## src/rtl/alu_pkg.sv

```systemverilog
// alu_pkg: shared widths, result entry type and parity helper for the subtract unit and its consumers.
package alu_pkg;
    localparam int RESULT_W  = 32;
    localparam int OPERAND_W = 5;

    typedef struct packed {
        logic [RESULT_W-1:0] result;
        logic                balance;
        logic                err;
    } alu_result_t;

    function automatic logic even_parity5(input logic [OPERAND_W-1:0] x);
        return ~^x;
    endfunction
endpackage

```

## src/rtl/sat_counter.sv

```systemverilog
// sat_counter: W-bit up counter that sticks at all-ones, with synchronous clear.
module sat_counter #(
    parameter int W = 16
) (
    input  logic         clk,
    input  logic         rst_n,
    input  logic         inc,
    input  logic         clr,
    output logic [W-1:0] q
);
    always_ff @(posedge clk or negedge rst_n) begin
        if (!rst_n)
            q <= '0;
        else if (clr)
            q <= '0;
        else if (inc && !(&q))
            q <= q + W'(1);
    end
endmodule

```

## src/rtl/alu_result_collector.sv

```systemverilog
// alu_result_collector: checks subtract-unit results for parity/sign-extension consistency,
// buffers them in a small FIFO toward the consumer and keeps saturating statistics.
module alu_result_collector
    import alu_pkg::*;
#(
    parameter int DEPTH = 4,
    parameter int CNT_W = 16
) (
    input  logic                clk,
    input  logic                rst_n,
    input  logic                in_valid,
    input  logic [RESULT_W-1:0] in_result,
    input  logic                in_balance,
    output logic                in_ready,
    output logic                out_valid,
    input  logic                out_ready,
    output logic [RESULT_W-1:0] out_result,
    output logic                out_balance,
    output logic                out_err,
    output logic [CNT_W-1:0]    total_cnt,
    output logic [CNT_W-1:0]    err_cnt
);
    localparam int AW = $clog2(DEPTH);

    alu_result_t   mem [DEPTH];
    alu_result_t   entry;
    logic [AW-1:0] wr_ptr, rd_ptr;
    logic [AW:0]   count;
    logic          push, pop, par_ok, sext_ok;

    always_comb begin
        par_ok   = in_balance == even_parity5(in_result[OPERAND_W-1:0]);
        sext_ok  = in_result[RESULT_W-1:OPERAND_W] == {(RESULT_W-OPERAND_W){in_result[OPERAND_W-1]}};
        entry    = '{result: in_result, balance: in_balance, err: !(par_ok && sext_ok)};
        in_ready = count != (AW+1)'(DEPTH);
        out_valid = count != '0;
        push     = in_valid && in_ready;
        pop      = out_valid && out_ready;
    end

    // storage is cleared on reset so the stale head reads zero until the first push
    always_ff @(posedge clk or negedge rst_n) begin
        if (!rst_n) begin
            for (int i = 0; i < DEPTH; i++)
                mem[i] <= '0;
            wr_ptr <= '0;
            rd_ptr <= '0;
            count  <= '0;
        end else begin
            if (push) begin
                mem[wr_ptr] <= entry;
                wr_ptr      <= wr_ptr + AW'(1);
            end
            if (pop)
                rd_ptr <= rd_ptr + AW'(1);
            count <= count + (AW+1)'(push) - (AW+1)'(pop);
        end
    end

    assign out_result  = mem[rd_ptr].result;
    assign out_balance = mem[rd_ptr].balance;
    assign out_err     = mem[rd_ptr].err;

    sat_counter #(.W(CNT_W)) u_total (
        .clk(clk), .rst_n(rst_n), .inc(push), .clr(1'b0), .q(total_cnt)
    );

    sat_counter #(.W(CNT_W)) u_err (
        .clk(clk), .rst_n(rst_n), .inc(push && entry.err), .clr(1'b0), .q(err_cnt)
    );
endmodule

```

## config.mk

```make
export PLATFORM = sky130hd
export DESIGN_NAME = alu_result_collector
export DESIGN_NICKNAME = d
export VERILOG_FILES = /design/src/rtl/alu_pkg.sv /design/src/rtl/sat_counter.sv /design/src/rtl/alu_result_collector.sv
export SDC_FILE = /design/constraint.sdc
export NUM_CORES = 1
export LEC_CHECK = 0
export CORE_MARGIN = 2
export CORE_UTILIZATION = 50
export DETAILED_ROUTE_END_ITERATION = 12
export PLACE_DENSITY = 0.72
export SYNTH_ARGS = -nofsm -noshare
export SYNTH_HDL_FRONTEND = slang
export SYNTH_SLANG_ARGS = --single-unit
```

## constraint.sdc

```tcl
create_clock -name clk -period 2.7 [get_ports clk]
set_input_delay 0.27 -clock clk [delete_from_list [all_inputs] [get_ports clk]]
set_output_delay 0.27 -clock clk [all_outputs]
set_load 0.1 [all_outputs]
```

==> run_results.csv, run 1 <==
group,metric,value,unit
status,outcome,"finished clean",
finish,layout.nets,697,
clocking,cts_resized,0,
worst_setup_path,criticalPathCategory,"flip-flop to flip-flop",
clocking,cts-root-buf,"clkbuf_16",
grt,antenna_found_initial,0,
worst_setup_path,r2r_slack,310,ps
finish,diodes,0,
synth,synth.distinct_cells,40,
die,start_util,50.76,%
drt,met3_length,784,um
clocking,numCtsBuffers,17,
drt,antenna_left,0,
sta,hold_viol_final,0,
worst_setup_path,reg2reg_depth,9,
placed_design,dpl.hpwl,11.09,mm
clocking,cts_tree,"built",
placed_design,io_buffers,104,
synth,ys_ff_latch,175,
synth,synth_edf_count,0,
synth,synth_async_sr_flop_share,100.0,%
finish,fill_cells,1139,
drt,first_pass_iters,4,
sta,rsz0062_at_grt,"false",
worst_setup_path,start_kind,"flip-flop",
die,die_h,130.3,um
clocking,cts.clk_slew.worst_paths,60,ps
clocking,clock-sinks,175,
grt,grt_max_degree,91,
finish,area_growth,26.64,%
clocking,cts.path.max_buffers,2,
finish,drive_above_1_share,39.03,%
drt,top_layer_used,"met4",
die,core-area,15710,sq um
job,max_cap_violations,0,
worst_setup_path,r2r-end,"count[2]",
synth,yosysSeqAreaShare,54.91,%
grt,grt_pass1_vias,5175,
drt,routed_wirelength,16.73,mm
placed_design,gp_congestion,0.7724,
drt,vias_per_cell,5.560,
drt,wl_per_cell,19.08,um
die,io_pins,105,
sta,period_share,88.38,%
worst_hold_path,min_path_type,"input pin to asynchronous set/reset pin",
finish,layout_commonest_cell,"dfrtp_1",
sta,fmax,419.1,MHz
worst_setup_path,required,3040,ps
drt,drc_errors,0,
worst_setup_path,crit_fanout,12,
drt,met1_length,7.351,mm
sta,skew,6.778,ps
clocking,postCtsSetupBuffers,0,
sta,tightest_slew,555.2,ps
die,die_area,16980,sq um
drt,vias,4876,
grt,grt_util_all_layers,21.52,%
sta,setup_tns,0,ps
die,rows,46,
clocking,htreeDepth,4,
synth,synth.cell_area,7975,sq um
synth,synth_cells,538,
drt,drt_iter0_drc,271,
sta,finalSetupViolCount,0,
synth,synth_top_flop_cell,"dfrtp_1",
finish,seqCellArea,4380,sq um
finish,layout_common_cells,"dfrtp_1 (174), mux2_2 (104), buf_4 (43)",
clocking,hold_buffers,1,
sta,max_slew_margin,62.98,%
sta,slew_violations,0,
finish,multi_input_area,3412,sq um
drt,wl_met2,8.413,mm
synth,syn_area_per_cell,14.82,sq um
synth,yosys_warnings,0,
clocking,clk_latency,420,ps
sta,period_needed,2386,ps
grt,grt_pass1_wl,27.54,mm
worst_setup_path,worstPathArrival,2730,ps
synth,synth_nets,584,
die,die_w,130.3,um
worst_setup_path,cp-end-kind,"flip-flop",
grt,grt-ovfl-total,0,
worst_setup_path,rr_startpoint,"count[1]",
## cell usage after synthesis (2+ instances only)
master	number	area, sq um
ha_1	8	100.1
mux4_2	34	765.7
nor4_1	4	25.02
nand3_1	14	70.07
buf_6	2	22.52
inv_1	7	26.28
mux2_2	104	1171
nand2_1	20	75.07
and4_1	6	52.55
and2_1	2	12.51
clkbuf_1	5	18.77
nor2_1	12	45.04
mux2_1	33	371.6
nor3_1	12	60.06
buf_2	5	25.02
a31oi_1	6	37.54
xor2_1	6	52.55
buf_4	13	97.59
and3_1	5	31.28
a21oi_1	5	25.02
dfrtp_1	175	4379
xnor2_1	27	236.5
nand4_1	16	100.1
## cells by family after synthesis
logic type / after synthesis / synth area share (%)
buffers and inverters: 34 / 2.479
multiplexers: 172 / 29.13
AND/OR/NAND/NOR: 99 / 6.982
adder cells (fa/ha/maj): 9 / 1.506
AO/OA/AOI/OAI: 16 / 1.365
flip-flops: 175 / 54.91
XOR/XNOR: 33 / 3.624
## area by class of cell
cell class / count / share of cell area (%)
Sequential cell: 175 / 43.37
Multi-Input combinational cell: 329 / 33.78
Timing Repair Buffer: 120 / 14.80
Clock buffer: 28 / 5.017
Tap cell: 216 / 2.676
Inverter: 8 / 0.2973
Clock inverter: 1 / 0.04955
## metal layers
metal  track usage, %  vias up
met5                0        -
met2            35.42      118
met1            28.68     2511
met4            6.199        0
li1                 -     2231
met3            5.371       16
## critical path: stages, from the launching register on
cell and delay, ps:
dfrtp_1 390, or3b_4 410, and2_1 190, inv_2 210
ha_1 180, inv_1 40, ha_1 180, fa_1 380
xnor2_1 180, xnor2_1 140
## per-stage QoR
step	setup slack, ps	util, %	std cells	hold WS [ps]	instance area (sq um)
after CTS	292.4	64.28	877	394.9	10100
after global routing	155.9	64.28	877	427.6	10100
final	313.7	64.28	877	382.9	10100
after floorplan	59.05	-	538	-25.59	7979
after global placement	109.4	60.96	847	263.5	9578
after detailed placement	61.27	60.96	847	271.4	9578
## how the worst max path moves through the flow
| stage | start | end | slack [ps] | cells past startpoint |
|---|---|---|---|---|
| 6_report | count[1] | count[2] | 310 | 9 |
| 2_1_floorplan | count[1] | count[2] | 60 | 8 |
| 3_5_place_dp | in_result[27] | u_err.q[14] | 60 | 7 |
| 3_3_place_gp | in_result[27] | u_err.q[14] | 110 | 7 |
| 4_1_cts | rd_ptr[0] | out_result[31] | 290 | 3 |
| 5_1_grt | count[1] | count[2] | 160 | 9 |
## flip-flops by register name (all words and copies together), names as in the netlist
| name | flops |
|---|---|
| count | 3 |
| mem | 136 |
| u_err.q | 16 |
| rd_ptr | 2 |
| u_total.q | 16 |
| wr_ptr | 2 |
Power of run 1 is not shown: default switching activity piles up to over one toggle a cycle in this logic, so the estimate is an artifact.
==> run 2: changes to the inputs <==
--- a/config.mk
+++ b/config.mk
@@ -8,6 +8,7 @@
 export CORE_MARGIN = 2
 export CORE_UTILIZATION = 50
 export DETAILED_ROUTE_END_ITERATION = 12
+export HOLD_SLACK_MARGIN = 0.06
 export PLACE_DENSITY = 0.72
 export SYNTH_ARGS = -nofsm -noshare
 export SYNTH_HDL_FRONTEND = slang
==> results of run 2 <==
The final DEF is identical to that of run 1; final timing and power are the same.
Power of run 2 is left out for the same reason.
==> run 3: changes to the inputs <==
--- a/config.mk
+++ b/config.mk
@@ -8,7 +8,7 @@
 export CORE_MARGIN = 2
 export CORE_UTILIZATION = 50
 export DETAILED_ROUTE_END_ITERATION = 12
-export HOLD_SLACK_MARGIN = 0.06
+export HOLD_SLACK_MARGIN = 0.03
 export PLACE_DENSITY = 0.72
 export SYNTH_ARGS = -nofsm -noshare
 export SYNTH_HDL_FRONTEND = slang
==> results of run 3 <==
The final DEF is identical to that of run 1; final timing and power are the same.
Power of run 3 is left out for the same reason.
==> variant, RTL diff (config.mk and constraints of run 2) <==
Set the parameter `CNT_W` to 18 (it was 16).
--- a/src/rtl/alu_result_collector.sv
+++ b/src/rtl/alu_result_collector.sv
@@ -5,5 +5,5 @@
 #(
     parameter int DEPTH = 4,
-    parameter int CNT_W = 16
+    parameter int CNT_W = 18
 ) (
     input  logic                clk,
Interface: changed (resized err_cnt and total_cnt); port bits go from 105 to 109. The function was not compared with the original's and may differ.
==> variant against run 2 <==
Wire length grew 1.2%. Core utilization is 0.81 points lower. Setup slack worse by 0.082 ns. Area after synthesis is 1.6% higher. Global-route usage decreased by 1.0 points. Design area decreased by 0.17%. Sequential cell count increased by 4.
Power is not shown: default switching activity piles up to over one toggle a cycle in this logic, so the estimate is an artifact.
==> variant: results (changes against run 2) <==
- Average size of a mapped cell: 14.9 um2 (+0.26%)
- # diodes: 0 (unchanged)
- Vias in the first global route: 5359 (+3.6%)
- Routed WL per cell: 19.0 um (-0.64%)
- Top flop regs: mem (136), u_err.q (18), u_total.q (18)
- H-tree level count: 4 (unchanged)
- DPL Wire Length: 11.4 mm (+2.7%)
- Top cells by count, synth: dfrtp_1 (179), mux2_2 (138), mux4_2 (34)
- Vias post-DR: 4925 (+1.0%)
- Largest net degree at the start of global routing: 69 (-24%)
- Clock transition at path regs: 0.06 ns (about the same)
- CTS Buffer Depth: 2 (unchanged)
- Drt pass-1 iters: 4 (unchanged)
- Share of layout cells above drive strength 1: 44.9% (+5.9 points)
- Initial antenna violation count: 0 (unchanged)
- Fraction of registers with async set/reset: 100% (unchanged)
- Seq/Total Area, Yosys: 55.3% (+0.39 points)
- Syn Nets: 591 (+1.2%)
- WP data arrival: 2.81 ns (+0.08 ns)
- Placed Cells: 862 (+1.8%)
- Clock Latency Late Sink: 0.42 ns (about the same)
- First-pass GRT wire length: 27.6 mm (+0.38%)
- Initial drt markers: 241 (-11%)
- Setup Skew: 0.00964 ns (+0.00286 ns)
- CTS Buf Count: 17 (unchanged)
- Vias per cell: 5.52 (-0.80%)
- Gpl congestion: 0.748 (-3.1%)
- Final routed DRC violation total: 0 (unchanged)
- Final #Nets: 712 (+2.2%)
- Ranking of synthesized cells by area: dfrtp_1 (55%), mux2_2 (19%), mux4_2 (9.5%)
- Hold Crit Class: in2async
- GRT Util Overall: 20.5% (-1.0 points)
- Total setup buffers inserted after CTS: 0 (unchanged)
- Worst Max-Slew Pin Slew: 0.616 ns (+0.0607 ns)
- CP max FO: 4 (-8)
- Synth warnings: 0 (unchanged)
- Post-synth cell types: 32 (-20%)
- Root buffer cell: clkbuf_16
- Status: complete, no violations
- Port Buffers: 108 (+3.8%)
## variant: cell count changes in the layout (fill, tap and decap cells not counted), moves of 6 or more
cell and delta:
nor3_1 -6, buf_12 -23, buf_4 +32, mux2_1 -33
and3_1 +14, mux2_2 +34
## variant: cell families after synthesis
| kind of cell | count (synthesis) | synth area share (%) |
|---|---|---|
| XOR/XNOR | 40 | 4.33 |
| AND/OR/NAND/NOR | 99 | 7.00 |
| AO/OA/AOI/OAI | 11 | 0.834 |
| buffers and inverters | 34 | 2.24 |
| multiplexers | 173 | 28.8 |
| flip-flops | 179 | 55.3 |
| adder cells (fa/ha/maj) | 9 | 1.48 |
## variant: final timing paths
check | slack, ns | cells past startpoint | from | endpoint
min | 0.36 | 2 | rst_n | mem[125]
max in group asynchronous | 1.59 | 3 | rst_n | rd_ptr[1]
max | 0.23 | 9 | count[1] | count[2]
max reg2reg | 0.23 | 9 | count[1] | count[2]
min in group clk | 0.50 | 1 | mem[85] | mem[85]
min reg2reg | 0.50 | 1 | mem[85] | mem[85]
## variant: per-layer routing
metal	global-route usage, %	up-vias	wire [um]
met3	4.90	18	703
met4	6.94	0	272
met1	26.3	2549	7470
met2	34.4	104	8490
li1	-	2254	-
met5	0	-	0
## variant: cell type report
| cell class | instances | area (um2) |
|---|---|---|
| Fill cell | 1193 | 5800 |
| Sequential cell | 179 | 4480 |
| Multi-Input combinational cell | 332 | 3450 |
| Timing Repair Buffer | 129 | 1270 |
| Clock buffer | 27 | 533 |
| Tap cell | 216 | 270 |
| Clock inverter | 3 | 42.5 |
| Inverter | 7 | 26.3 |
## variant: stage by stage
stage	instance area [um2]	hold slack, ns	util (%)	worst slack, ns
6_report	10100	0.365	63.5	0.232
5_1_grt	10100	0.407	63.5	0.0848
4_1_cts	10100	0.372	63.5	0.202
3_5_place_dp	9500	0.241	59.8	0.145
3_3_place_gp	9500	0.230	59.8	0.178
2_1_floorplan	8100	-0.0256	-	0.0312
## variant: critical path: stages, from the launching register on
cell,delay [ns]
dfrtp_1,0.43
or3_2,0.50
and2_1,0.22
ha_1,0.28
inv_1,0.06
ha_1,0.13
inv_1,0.05
fa_1,0.38
xnor2_1,0.21
xnor2_1,0.15
## variant: repair_timing
action                    CTS  global route
hold buffers                1             0
hold endpoints to repair   45             0
gates resized for setup     0             0
